$ cat src/rtl/lcd_pkg.sv
// Shared constants, FSM encoding and helpers for the multi-field LCD1602 controller.
package lcd_pkg;

    localparam logic [7:0] LCD_CMD_FUNCSET = 8'h38;
    localparam logic [7:0] LCD_CMD_ENTRY   = 8'h06;
    localparam logic [7:0] LCD_CMD_DISPON  = 8'h0C;
    localparam logic [7:0] LCD_CMD_CLEAR   = 8'h01;
    localparam logic [7:0] LCD_CMD_LINE2   = 8'hC0;

    localparam logic [7:0] ASCII_SPACE = 8'h20;
    localparam logic [7:0] ASCII_ZERO  = 8'h30;
    localparam logic [7:0] ASCII_OVF   = 8'h2A;

    typedef enum logic [2:0] {
        S_IDLE,
        S_INIT,
        S_CONV,
        S_CURSOR,
        S_DATA,
        S_NEXT
    } state_t;

    // ceil(w * log10(2)) in integer arithmetic
    function automatic int bcd_digits(input int w);
        return (w * 30103 + 99999) / 100000;
    endfunction

    function automatic logic [7:0] init_cmd(input logic [1:0] i);
        case (i)
            2'd0:    return LCD_CMD_FUNCSET;
            2'd1:    return LCD_CMD_ENTRY;
            2'd2:    return LCD_CMD_DISPON;
            default: return LCD_CMD_CLEAR;
        endcase
    endfunction

endpackage

$ cat src/rtl/bin2bcd_seq.sv
// Sequential double-dabble converter: one add-3 cycle and one shift cycle per input bit.
module bin2bcd_seq #(
    parameter int BIN_WIDTH = 16,
    parameter int BCD_D     = 5
) (
    input  logic                   clk,
    input  logic                   reset,
    input  logic                   start_i,
    input  logic [BIN_WIDTH-1:0]   bin_i,
    output logic                   busy_o,
    output logic                   done_o,
    output logic [4*BCD_D-1:0]     bcd_o
);

    localparam int CW = $clog2(BIN_WIDTH + 1);

    logic [BIN_WIDTH-1:0] sh;
    logic [CW-1:0]        cnt;
    logic                 shift_phase;

    always_ff @(posedge clk) begin
        if (reset) begin
            busy_o      <= 1'b0;
            done_o      <= 1'b0;
            bcd_o       <= '0;
            sh          <= '0;
            cnt         <= '0;
            shift_phase <= 1'b0;
        end else begin
            done_o <= 1'b0;
            if (!busy_o) begin
                if (start_i) begin
                    busy_o      <= 1'b1;
                    sh          <= bin_i;
                    bcd_o       <= '0;
                    cnt         <= '0;
                    shift_phase <= 1'b0;
                end
            end else if (!shift_phase) begin
                for (int unsigned i = 0; i < BCD_D; i++) begin
                    if (bcd_o[4*i +: 4] >= 4'd5)
                        bcd_o[4*i +: 4] <= bcd_o[4*i +: 4] + 4'd3;
                end
                shift_phase <= 1'b1;
            end else begin
                {bcd_o, sh} <= {bcd_o[4*BCD_D-2:0], sh, 1'b0};
                shift_phase <= 1'b0;
                cnt         <= cnt + 1'b1;
                if (cnt == CW'(BIN_WIDTH - 1)) begin
                    busy_o <= 1'b0;
                    done_o <= 1'b1;
                end
            end
        end
    end

endmodule

$ cat src/rtl/lcd1602_multifield_ctrl.sv
// HD44780 8-bit driver: power-up commands, then round-robin refresh of numeric fields
// rendered as right-aligned ASCII decimal.
module lcd1602_multifield_ctrl
    import lcd_pkg::*;
#(
    parameter int                      NUM_FIELDS  = 2,
    parameter int                      BIN_WIDTH   = 16,
    parameter int                      NUM_DIGITS  = 5,
    parameter int                      SLOT_CYCLES = 800000,
    parameter logic [NUM_FIELDS*8-1:0] FIELD_ADDR  = {8'hCB, 8'h8B},
    parameter bit                      BLANK_ZEROS = 1'b1,
    parameter bit                      SKIP_UNCHGD = 1'b0
) (
    input  logic                             clk,
    input  logic                             reset,
    input  logic                             ready_i,
    input  logic [NUM_FIELDS*BIN_WIDTH-1:0]  values_i,
    output logic                             rs,
    output logic                             rw,
    output logic                             enable,
    output logic [7:0]                       data,
    output logic                             busy_o,
    output logic                             frame_done_o
);

    localparam int BCD_D = bcd_digits(BIN_WIDTH);
    localparam int MAXD  = (BCD_D > NUM_DIGITS) ? BCD_D : NUM_DIGITS;
    localparam int MAXS  = (NUM_DIGITS > 4) ? NUM_DIGITS : 4;
    localparam int IW    = $clog2(MAXS);
    localparam int SCW   = $clog2(SLOT_CYCLES);
    localparam int KW    = (NUM_FIELDS > 1) ? $clog2(NUM_FIELDS) : 1;

    state_t               state, state_next;
    logic [SCW-1:0]       slot_cnt;
    logic [IW-1:0]        idx;
    logic [KW-1:0]        k;
    logic                 busy_q;
    logic                 conv_started;
    logic [BIN_WIDTH-1:0] snap;
    logic [BIN_WIDTH-1:0] cur_value;
    logic [BIN_WIDTH-1:0] last_val [NUM_FIELDS];
    logic [7:0]           chars [NUM_DIGITS];
    logic [7:0]           fmt [NUM_DIGITS];

    logic                 cv_start, cv_busy, cv_done;
    logic [4*BCD_D-1:0]   cv_bcd;
    logic [4*MAXD-1:0]    bcd_pad;

    logic slot_last, k_last, slotted, en_win, skip;

    assign slot_last = (slot_cnt == SCW'(SLOT_CYCLES - 1));
    assign k_last    = (k == KW'(NUM_FIELDS - 1));
    assign slotted   = (state == S_INIT) || (state == S_CURSOR) || (state == S_DATA);
    assign en_win    = (slot_cnt >= SCW'(SLOT_CYCLES / 4)) && (slot_cnt < SCW'(SLOT_CYCLES / 2));
    assign cur_value = values_i[BIN_WIDTH*int'(k) +: BIN_WIDTH];
    assign skip      = SKIP_UNCHGD && (snap == last_val[k]);
    assign cv_start  = (state == S_CONV) && !conv_started && !cv_busy;
    assign rw        = 1'b0;
    assign busy_o    = busy_q;

    bin2bcd_seq #(
        .BIN_WIDTH (BIN_WIDTH),
        .BCD_D     (BCD_D)
    ) u_bcd (
        .clk     (clk),
        .reset   (reset),
        .start_i (cv_start),
        .bin_i   (cur_value),
        .busy_o  (cv_busy),
        .done_o  (cv_done),
        .bcd_o   (cv_bcd)
    );

    // Formatter: chars[0] is the most significant position on the display
    always_comb begin
        logic       ovf;
        logic       lead;
        logic [3:0] dig;
        bcd_pad = (4*MAXD)'(cv_bcd);
        ovf     = 1'b0;
        lead    = 1'b1;
        dig     = '0;
        for (int unsigned i = NUM_DIGITS; i < MAXD; i++) begin
            if (bcd_pad[4*i +: 4] != 4'd0) ovf = 1'b1;
        end
        for (int unsigned j = 0; j < NUM_DIGITS; j++) begin
            dig = bcd_pad[4*(NUM_DIGITS-1-j) +: 4];
            if (ovf) begin
                fmt[j] = ASCII_OVF;
            end else if (BLANK_ZEROS && lead && dig == 4'd0 && j != NUM_DIGITS - 1) begin
                fmt[j] = ASCII_SPACE;
            end else begin
                fmt[j] = ASCII_ZERO + {4'h0, dig};
                lead   = 1'b0;
            end
        end
    end

    always_ff @(posedge clk) begin
        if (reset) state <= S_IDLE;
        else       state <= state_next;
    end

    always_comb begin
        state_next   = state;
        rs           = 1'b0;
        enable       = 1'b0;
        data         = '0;
        frame_done_o = 1'b0;
        case (state)
            S_IDLE: begin
                if (ready_i) state_next = S_INIT;
            end
            S_INIT: begin
                data   = init_cmd(idx[1:0]);
                enable = en_win;
                if (slot_last && idx == IW'(3)) state_next = S_CONV;
            end
            S_CONV: begin
                if (cv_done) state_next = skip ? S_NEXT : S_CURSOR;
            end
            S_CURSOR: begin
                data   = FIELD_ADDR[8*int'(k) +: 8];
                enable = en_win;
                if (slot_last) state_next = S_DATA;
            end
            S_DATA: begin
                rs     = 1'b1;
                enable = en_win;
                for (int unsigned j = 0; j < NUM_DIGITS; j++) begin
                    if (idx == IW'(j)) data = chars[j];
                end
                if (slot_last && idx == IW'(NUM_DIGITS - 1)) state_next = S_NEXT;
            end
            S_NEXT: begin
                frame_done_o = k_last;
                state_next   = S_CONV;
            end
            default: state_next = S_IDLE;
        endcase
    end

    always_ff @(posedge clk) begin
        if (reset) begin
            slot_cnt     <= '0;
            idx          <= '0;
            k            <= '0;
            busy_q       <= 1'b0;
            conv_started <= 1'b0;
            snap         <= '0;
            for (int unsigned f = 0; f < NUM_FIELDS; f++) last_val[f] <= '0;
            for (int unsigned j = 0; j < NUM_DIGITS; j++) chars[j] <= '0;
        end else begin
            if (state == S_IDLE && ready_i) busy_q <= 1'b1;

            if (slotted) begin
                if (slot_last) begin
                    slot_cnt <= '0;
                    idx      <= (state_next == state) ? idx + 1'b1 : '0;
                end else begin
                    slot_cnt <= slot_cnt + 1'b1;
                end
            end else begin
                slot_cnt <= '0;
                idx      <= '0;
            end

            // Exactly one conversion per S_CONV visit, even if the converter goes idle early
            conv_started <= (state == S_CONV) && !cv_done && (conv_started || cv_start);
            if (cv_start) snap <= cur_value;

            if (state == S_CONV && cv_done) begin
                for (int unsigned j = 0; j < NUM_DIGITS; j++) chars[j] <= fmt[j];
            end
            if (state == S_DATA && state_next == S_NEXT) last_val[k] <= snap;
            if (state == S_NEXT) k <= k_last ? '0 : k + 1'b1;
        end
    end

endmodule
$ cat config.mk
export PLATFORM = sky130hd
export DESIGN_NAME = lcd1602_multifield_ctrl
export DESIGN_NICKNAME = d
export VERILOG_FILES = /design/src/rtl/lcd_pkg.sv /design/src/rtl/bin2bcd_seq.sv /design/src/rtl/lcd1602_multifield_ctrl.sv
export SDC_FILE = /design/constraint.sdc
export NUM_CORES = 1
export LEC_CHECK = 0
export BUFFER_PORTS_ARGS = -buffer_cell sky130_fd_sc_hd__clkbuf_2
export CAP_MARGIN = 25
export CORE_ASPECT_RATIO = 1.5
export CORE_UTILIZATION = 54
export CTS_BUF_LIST = sky130_fd_sc_hd__clkbuf_4 sky130_fd_sc_hd__clkbuf_8 sky130_fd_sc_hd__clkbuf_16
export CTS_CLUSTER_DIAMETER = 120
export DETAILED_ROUTE_END_ITERATION = 10
export GPL_TIMING_DRIVEN = 0
export PLACE_DENSITY = 0.76
export REMOVE_ABC_BUFFERS = 1
export SYNTH_ARGS = -nofsm -noshare
export SYNTH_HDL_FRONTEND = slang
export SYNTH_SLANG_ARGS = --single-unit
$ cat constraint.sdc
create_clock -name clk -period 1.9 [get_ports clk]
set_clock_uncertainty 0.1 [all_clocks]
set_input_delay 0 -clock clk [delete_from_list [all_inputs] [get_ports clk]]
set_output_delay 0 -clock clk [all_outputs]
set_load 0.01 [all_outputs]
==> impl_metrics.toml, run 1 <==
[layout]
antenna_cells = 0
nNetsFinal = 776
drive_gt1_frac = 0.217
final_cells = 838
fillers = 764
syn_to_final_growth_pct = 20.5

[worst_setup_path]
reg2reg_to = "u_bcd.bcd_o[5]$_SDFFE_PP0P_"
r2r-start = "u_bcd.bcd_o[5]$_SDFFE_PP0P_"
worstPathRequired_ns = 1.80
worstPathArrival_ns = 1.86
ff2ff_path_depth = 7
crit_type = "flop to output pin"
crit_start = "idx[1]$_SDFFE_PP0P_"
rrSetupSlack_ns = 0.04
crit_path_end_kind = "output pin"
crit_path_max_fanout = 6
startpoint_type = "flop"
crit_path_end = "data[1]"

[timing]
period_share = 1.03
fin_crit_ns = 1.96
holdWs_ns = 0.00702
maxSlewHeadroom = 0.628
max_freq_mhz = 511
rsz0062_at_grt = "yes"
tightest_slew_ns = 0.558
final-max-slew-violation-count = 0
final-hold-violation-count = 0
finalSetupViolCount = 3
setup_ws_ns = -0.0565

[pwr]
power_leakage_nw = 2.36
peakVddDrop_uv = 530
power_density_nw_per_um2 = 631

[floorplan]
dieArea_sq_um = 10500
rows = 44
initial_core_util = 0.559
die_y_um = 125
die_w_um = 84.0
core_sq_um = 9740
boundaryPins = 48

[clocking]
clkTransAtPathRegs_ns = 0.07
cts_max_level = 3
cts_tree = "yes"
worstSkewPairLatency_ns = 0.35
cts_made_buffers = 9
cts-root-buf = "clkbuf_16"
cts_sinks = 98
clockBufferDepth = 2

[logic_synthesis]
synth_compound_area_frac = 0.177
muxShareOfSynthArea = 0.0312
synth-xor-area-share = 0.0322
synth_adder_area_share = 0.0528
synth_area_sq_um = 5450
postSynthCellCount = 672
yosysWarnings = 0
ys.flop_type = "dfxtp_1"
synth-seq-area-share = 0.406
synth_area_per_cell_sq_um = 8.11
synth_top_family_by_area = "simple AND/OR/NAND/NOR gates"
async_reset_ff_frac = 0
synthSimpleGateAreaFrac = 0.244
ys_seq_elements = 98
synth-edff-count = 25
ys_types = 53

[worst_hold_path]
min_from = "values_i[7]"
hold_path_class = "input pin to flop"

[placement]
gp_congestion = 0.885
post-dp-hpwl_um = 8110
placed_cells = 790
port-buffer-count = 46
pre_cts_ws_ns = -0.789

[detailed_routing]
drtPass1Iterations = 10
drc_errors = 8
postRouteAntennaNets = 0
drt_iter0_markers = 394
drt-total-wl_um = 13400
wl_per_cell_um = 16.0
vias_per_cell = 5.98
vias = 5011

[global_routing]
antenna_found_initial = 0
grt_max_degree = 57
grt-ovfl-total = 0
grt_pass1_vias = 4575
grt_pass1_wl_um = 21100
grt_usage = 0.247

[outcome]
violations = "design-rule violations, negative setup slack"
status = "finished, violations left"

[job]
maxCapViolations = 0
[how the worst min path moves through the flow]
stage          cells after the start                         to
2_1_floorplan                      1        state[0]$_SDFF_PP0_
6_report                           5   u_bcd.sh[7]$_SDFFE_PP0P_
3_5_place_dp                       3        busy_o$_SDFFE_PP0P_
5_1_grt                            5   u_bcd.sh[8]$_SDFFE_PP0P_
4_1_cts                            5  u_bcd.sh[10]$_SDFFE_PP0P_
3_3_place_gp                       3        busy_o$_SDFFE_PP0P_
[layout make-up]
cell class | count | area [sq um] | area share
Clock buffer | 12 | 260 | 0.0397
Inverter | 26 | 106 | 0.0162
Tap cell | 115 | 144 | 0.0219
Clock inverter | 4 | 33.8 | 0.00515
Timing Repair Buffer | 76 | 548 | 0.0835
Sequential cell | 98 | 2260 | 0.344
Multi-Input combinational cell | 507 | 3210 | 0.490
[metrics by stage]
| stage | total power, mW | setup TNS, ns | utilization | cell area (sq um) |
|---|---|---|---|---|
| 2_1_floorplan | 2.28 | -16.86 | - | 5240 |
| 3_3_place_gp | 2.35 | -70.04 | 0.576 | 5610 |
| 3_5_place_dp | 2.36 | -39.49 | 0.582 | 5670 |
| 4_1_cts | 4.16 | -0.0613 | 0.653 | 6360 |
| 5_1_grt | 4.26 | -0.666 | 0.673 | 6560 |
| 6_report | 4.14 | -0.0730 | 0.673 | 6560 |
[cell usage after synthesis (2+ instances only)]
cell type	n	share of area
a21oi_1	65	0.060
a22oi_1	2	0.0028
buf_2	6	0.0055
nor2b_1	4	0.0046
nand2b_1	8	0.0092
and2_1	7	0.0080
o21a_1	2	0.0028
and4_1	2	0.0032
nor2_1	58	0.040
and3_1	20	0.023
nand4_1	5	0.0057
a211o_1	8	0.013
xor2_1	9	0.014
clkbuf_1	34	0.023
a21o_1	6	0.0083
o211ai_1	5	0.0069
nor3_1	14	0.013
buf_4	3	0.0041
nor3b_1	3	0.0041
edfxtp_1	25	0.14
nand3_1	36	0.033
nand2_1	96	0.066
mux2i_1	17	0.031
nand3b_1	6	0.0083
a31oi_1	9	0.010
buf_6	2	0.0041
xnor2_1	11	0.018
o21ai_0	52	0.048
inv_1	26	0.018
or3_1	7	0.0080
dfxtp_1	73	0.27
ha_1	23	0.053
o31ai_1	3	0.0041
nor4_1	6	0.0069
[power by group]
group	total, mW	internal, mW	switching (mW)
sequential	2.16	2.15	0.0131
combinational	0.179	0.0801	0.0991
clock	1.80	0.989	0.811
total	4.14	3.22	0.924
[sequential cells by signal, summed over array words and instances (netlist names)]
name	cells
chars	25
slot_cnt	20
u_bcd.bcd_o	20
u_bcd.sh	16
u_bcd.cnt	5
idx	3
state	3
busy_o	1
conv_started	1
k	1
u_bcd.busy_o	1
u_bcd.done_o	1
u_bcd.shift_phase	1
[timing repair]
action                                 in CTS  in global routing
buffers inserted                           12                  7
gates resized for setup                    60                 50
hold buffers                                8                  0
setup endpoints to repair                 126                 63
endpoints found under the hold margin      10                  0
pin swaps                                  13                 19
cloned                                      3                  2
[placed cells by master (no fill, tap or decap), types with 18 or more instances in the layout]
| master | netlist | final |
|---|---|---|
| clkbuf_2 | 1 | 43 |
| and3_1 | 20 | 18 |
| edfxtp_1 | 25 | 25 |
| nand2_1 | 96 | 92 |
| o21ai_0 | 52 | 44 |
| nand3_1 | 36 | 36 |
| a21oi_1 | 65 | 58 |
| dfxtp_1 | 73 | 50 |
| nor2_1 | 58 | 56 |
| inv_1 | 26 | 19 |
[critical path, cell delays in order (launching register included)]
cell and delay, ns:
dfxtp_4 0.38, inv_4 0.05, ha_4 0.17, buf_6 0.12
buf_4 0.14, nand2_1 0.07, a21oi_2 0.06, a21oi_1 0.13
o21ai_1 0.09, a21o_1 0.16, buf_2 0.13
[logic make-up after synthesis]
family / after synthesis
simple gates: 277
compound gates: 164
flops: 98
buf+inv: 72
fa+ha+maj: 23
xor+xnor: 20
mux: 17
other cells: 1
[per-layer routing]
layer / up-vias / wire, um / track usage
li1: 2469 / - / -
met2: 143 / 7220 / 0.443
met1: 2371 / 5380 / 0.288
met3: 28 / 498 / 0.0442
met5: - / 0 / 0
met4: 0 / 302 / 0.0974
Power figures use the tool's default switching activity.
==> run 2: changes to the inputs <==
--- a/config.mk
+++ b/config.mk
@@ -8,12 +8,12 @@
 export BUFFER_PORTS_ARGS = -buffer_cell sky130_fd_sc_hd__clkbuf_2
 export CAP_MARGIN = 25
 export CORE_ASPECT_RATIO = 1.5
-export CORE_UTILIZATION = 54
-export CTS_BUF_LIST = sky130_fd_sc_hd__clkbuf_4 sky130_fd_sc_hd__clkbuf_8 sky130_fd_sc_hd__clkbuf_16
+export CORE_UTILIZATION = 56
+export CTS_BUF_LIST = sky130_fd_sc_hd__clkbuf_4 sky130_fd_sc_hd__clkbuf_8
 export CTS_CLUSTER_DIAMETER = 120
 export DETAILED_ROUTE_END_ITERATION = 10
 export GPL_TIMING_DRIVEN = 0
-export PLACE_DENSITY = 0.76
+export PLACE_DENSITY = 0.79
 export REMOVE_ABC_BUFFERS = 1
 export SYNTH_ARGS = -nofsm -noshare
 export SYNTH_HDL_FRONTEND = slang
==> run 2 against run 1 <==
- the run ends with negative hold slack, negative setup slack left
- final cell count up 1.6%
- global-route usage grew 1.9 points
- first-iteration DRC count decreased by 25%
- sequential share of layout area down 0.40 points
- sequential power about the same
- clock power is 21% lower
- design area grew 1.4%
- utilization increased by 3.7 points
- highest routed layer unchanged
- flip-flop and latch count stayed put
==> impl_metrics.toml, run 2 (same netlist as run 1, synthesis figures left out) <==
[layout]
antenna_cells = 0
fillers = 678
final_common_cell = "nand2_1"
drive_gt1_frac = 0.227
top_register = "chars"
largest_register_ffs = 25
nNetsFinal = 792
syn_to_final_growth_pct = 22.1
top_regs = "chars: 25 flops, slot_cnt: 20 flops, u_bcd.bcd_o: 20 flops"
final_cells = 851
final_cell_mix = "nand2_1 (90), a21oi_1 (57), nor2_1 (56), dfxtp_1 (49), o21ai_0 (44)"

[detailed_routing]
postRouteAntennaNets = 0
drc_errors = 0
wl_per_cell_um = 16.0
drt_iter0_markers = 297
drtPass1Iterations = 8
drt-total-wl_um = 13600
vias = 5107
vias_per_cell = 6.00

[outcome]
status = "finished, violations left"
violations = "negative hold slack, negative setup slack"

[timing]
max_freq_mhz = 511
final-max-slew-violation-count = 0
setup_ws_ns = -0.0558
finalSetupViolCount = 9
maxSlewHeadroom = 0.550
holdWs_ns = -0.00294
fin_crit_ns = 1.96
final-hold-violation-count = 1
tightest_slew_ns = 0.675
period_share = 1.03
rsz0062_at_grt = "yes"

[worst_hold_path]
min_from = "values_i[17]"
hold_path_class = "input pin to flop"

[job]
maxCapViolations = 0

[worst_setup_path]
crit_buf_inv = 2
cpMostUsedCell = "a21oi_2"
crit_type = "flop to output pin"
crit_path_end_kind = "output pin"
r2r-start = "idx[0]$_SDFFE_PP0P_"
crit_chain = "inv_6 > ha_4 > nand3b_1 > a21oi_2 > a21oi_2 > o211a_1 > o21ai_2 > buf_2"
crit_slowest_cell = "dfxtp_4"
crit_start = "idx[1]$_SDFFE_PP0P_"
worstPathRequired_ns = 1.80
crit_path_max_fanout = 7
worstPathArrival_ns = 1.86
startpoint_type = "flop"
path_delay_family = "compound AO/OA/AOI/OAI gates"
cp_slowest_stage_delay_ns = 0.40

[placement]
post-dp-hpwl_um = 8180
placed_cells = 786
gp_congestion = 0.865
port-buffer-count = 46

[global_routing]
grt_usage = 0.265
grt-ovfl-total = 0
antenna_found_initial = 0
grt_max_degree = 59
grt_pass1_wl_um = 20600
grt_pass1_vias = 4612

[clocking]
cts-root-buf = "clkbuf_8"
cts_made_buffers = 9
cts_tree = "yes"
clockBufferDepth = 2
cts_max_level = 3
clkTransAtPathRegs_ns = 0.09
worstSkewPairLatency_ns = 0.37
cts_sinks = 98

[pwr]
peakVddDrop_uv = 394
power_leakage_nw = 2.41
power_density_nw_per_um2 = 568

[floorplan]
rows = 43
die_y_um = 123
die_w_um = 82.5
dieArea_sq_um = 10100
core_sq_um = 9360
initial_core_util = 0.582
boundaryPins = 48
## run 2: stage by stage
stage	utilization	area (sq um)	power [mW]	setup TNS (ns)	setup WS, ns
after floorplan	-	5240	2.28	-16.86	-0.564
after global placement	0.599	5610	2.35	-66.21	-1.35
after detailed placement	0.603	5650	2.36	-44.37	-0.737
after CTS	0.691	6470	3.78	-0.0866	-0.0547
after global routing	0.711	6650	3.88	-1.04	-0.182
final	0.711	6650	3.78	-0.185	-0.0558
## run 2: worst paths after layout
path,endpoint,slack [ns],depth (start not counted)
min reg2reg,slot_cnt[0]$_SDFF_PP0_,0.35,1
max reg2reg,idx[2]$_SDFFE_PP0P_,-0.04,8
min,u_bcd.sh[1]$_SDFFE_PP0P_,-0.003,5
max,data[3],-0.06,8
## run 2: where the power goes
part	total (mW)	leakage [nW]	switching, mW	internal, mW
sequential	2.16	0.861	0.0137	2.15
clock	1.42	0.110	0.722	0.697
combinational	0.195	1.44	0.100	0.0949
total	3.78	2.41	0.836	2.94
## run 2: layer usage
| metal | global-route usage | share of wire |
|---|---|---|
| met2 | 0.462 | 0.54 |
| met4 | 0.168 | 0.039 |
| met3 | 0.0416 | 0.032 |
| met5 | 0 | 0 |
| met1 | 0.293 | 0.39 |
## run 2: layout make-up
type	instances	area, sq um	share of cell area
Tap cell	112	140	0.0211
Timing Repair Buffer	94	728	0.109
Inverter	26	105	0.0158
Clock buffer	12	159	0.0239
Clock inverter	4	48.8	0.00734
Multi-Input combinational cell	505	3210	0.483
Sequential cell	98	2260	0.340
## run 2: worst register-to-register path, cell delays in order (launching register included)
cell	delay [ns]
dfxtp_4	0.39
ha_4	0.19
ha_4	0.19
buf_2	0.16
buf_4	0.14
nand2b_1	0.16
a211oi_2	0.30
nand2_1	0.11
o22ai_1	0.14
## run 2: repair_timing
| item | CTS | global route |
|---|---|---|
| gates cloned | 3 | 0 |
| hold buffers | 20 | 0 |
| setup endpoints to repair | 126 | 44 |
| resized for setup | 80 | 41 |
| pin swaps | 15 | 11 |
| buffers inserted | 18 | 7 |
| hold endpoints to repair | 11 | 0 |
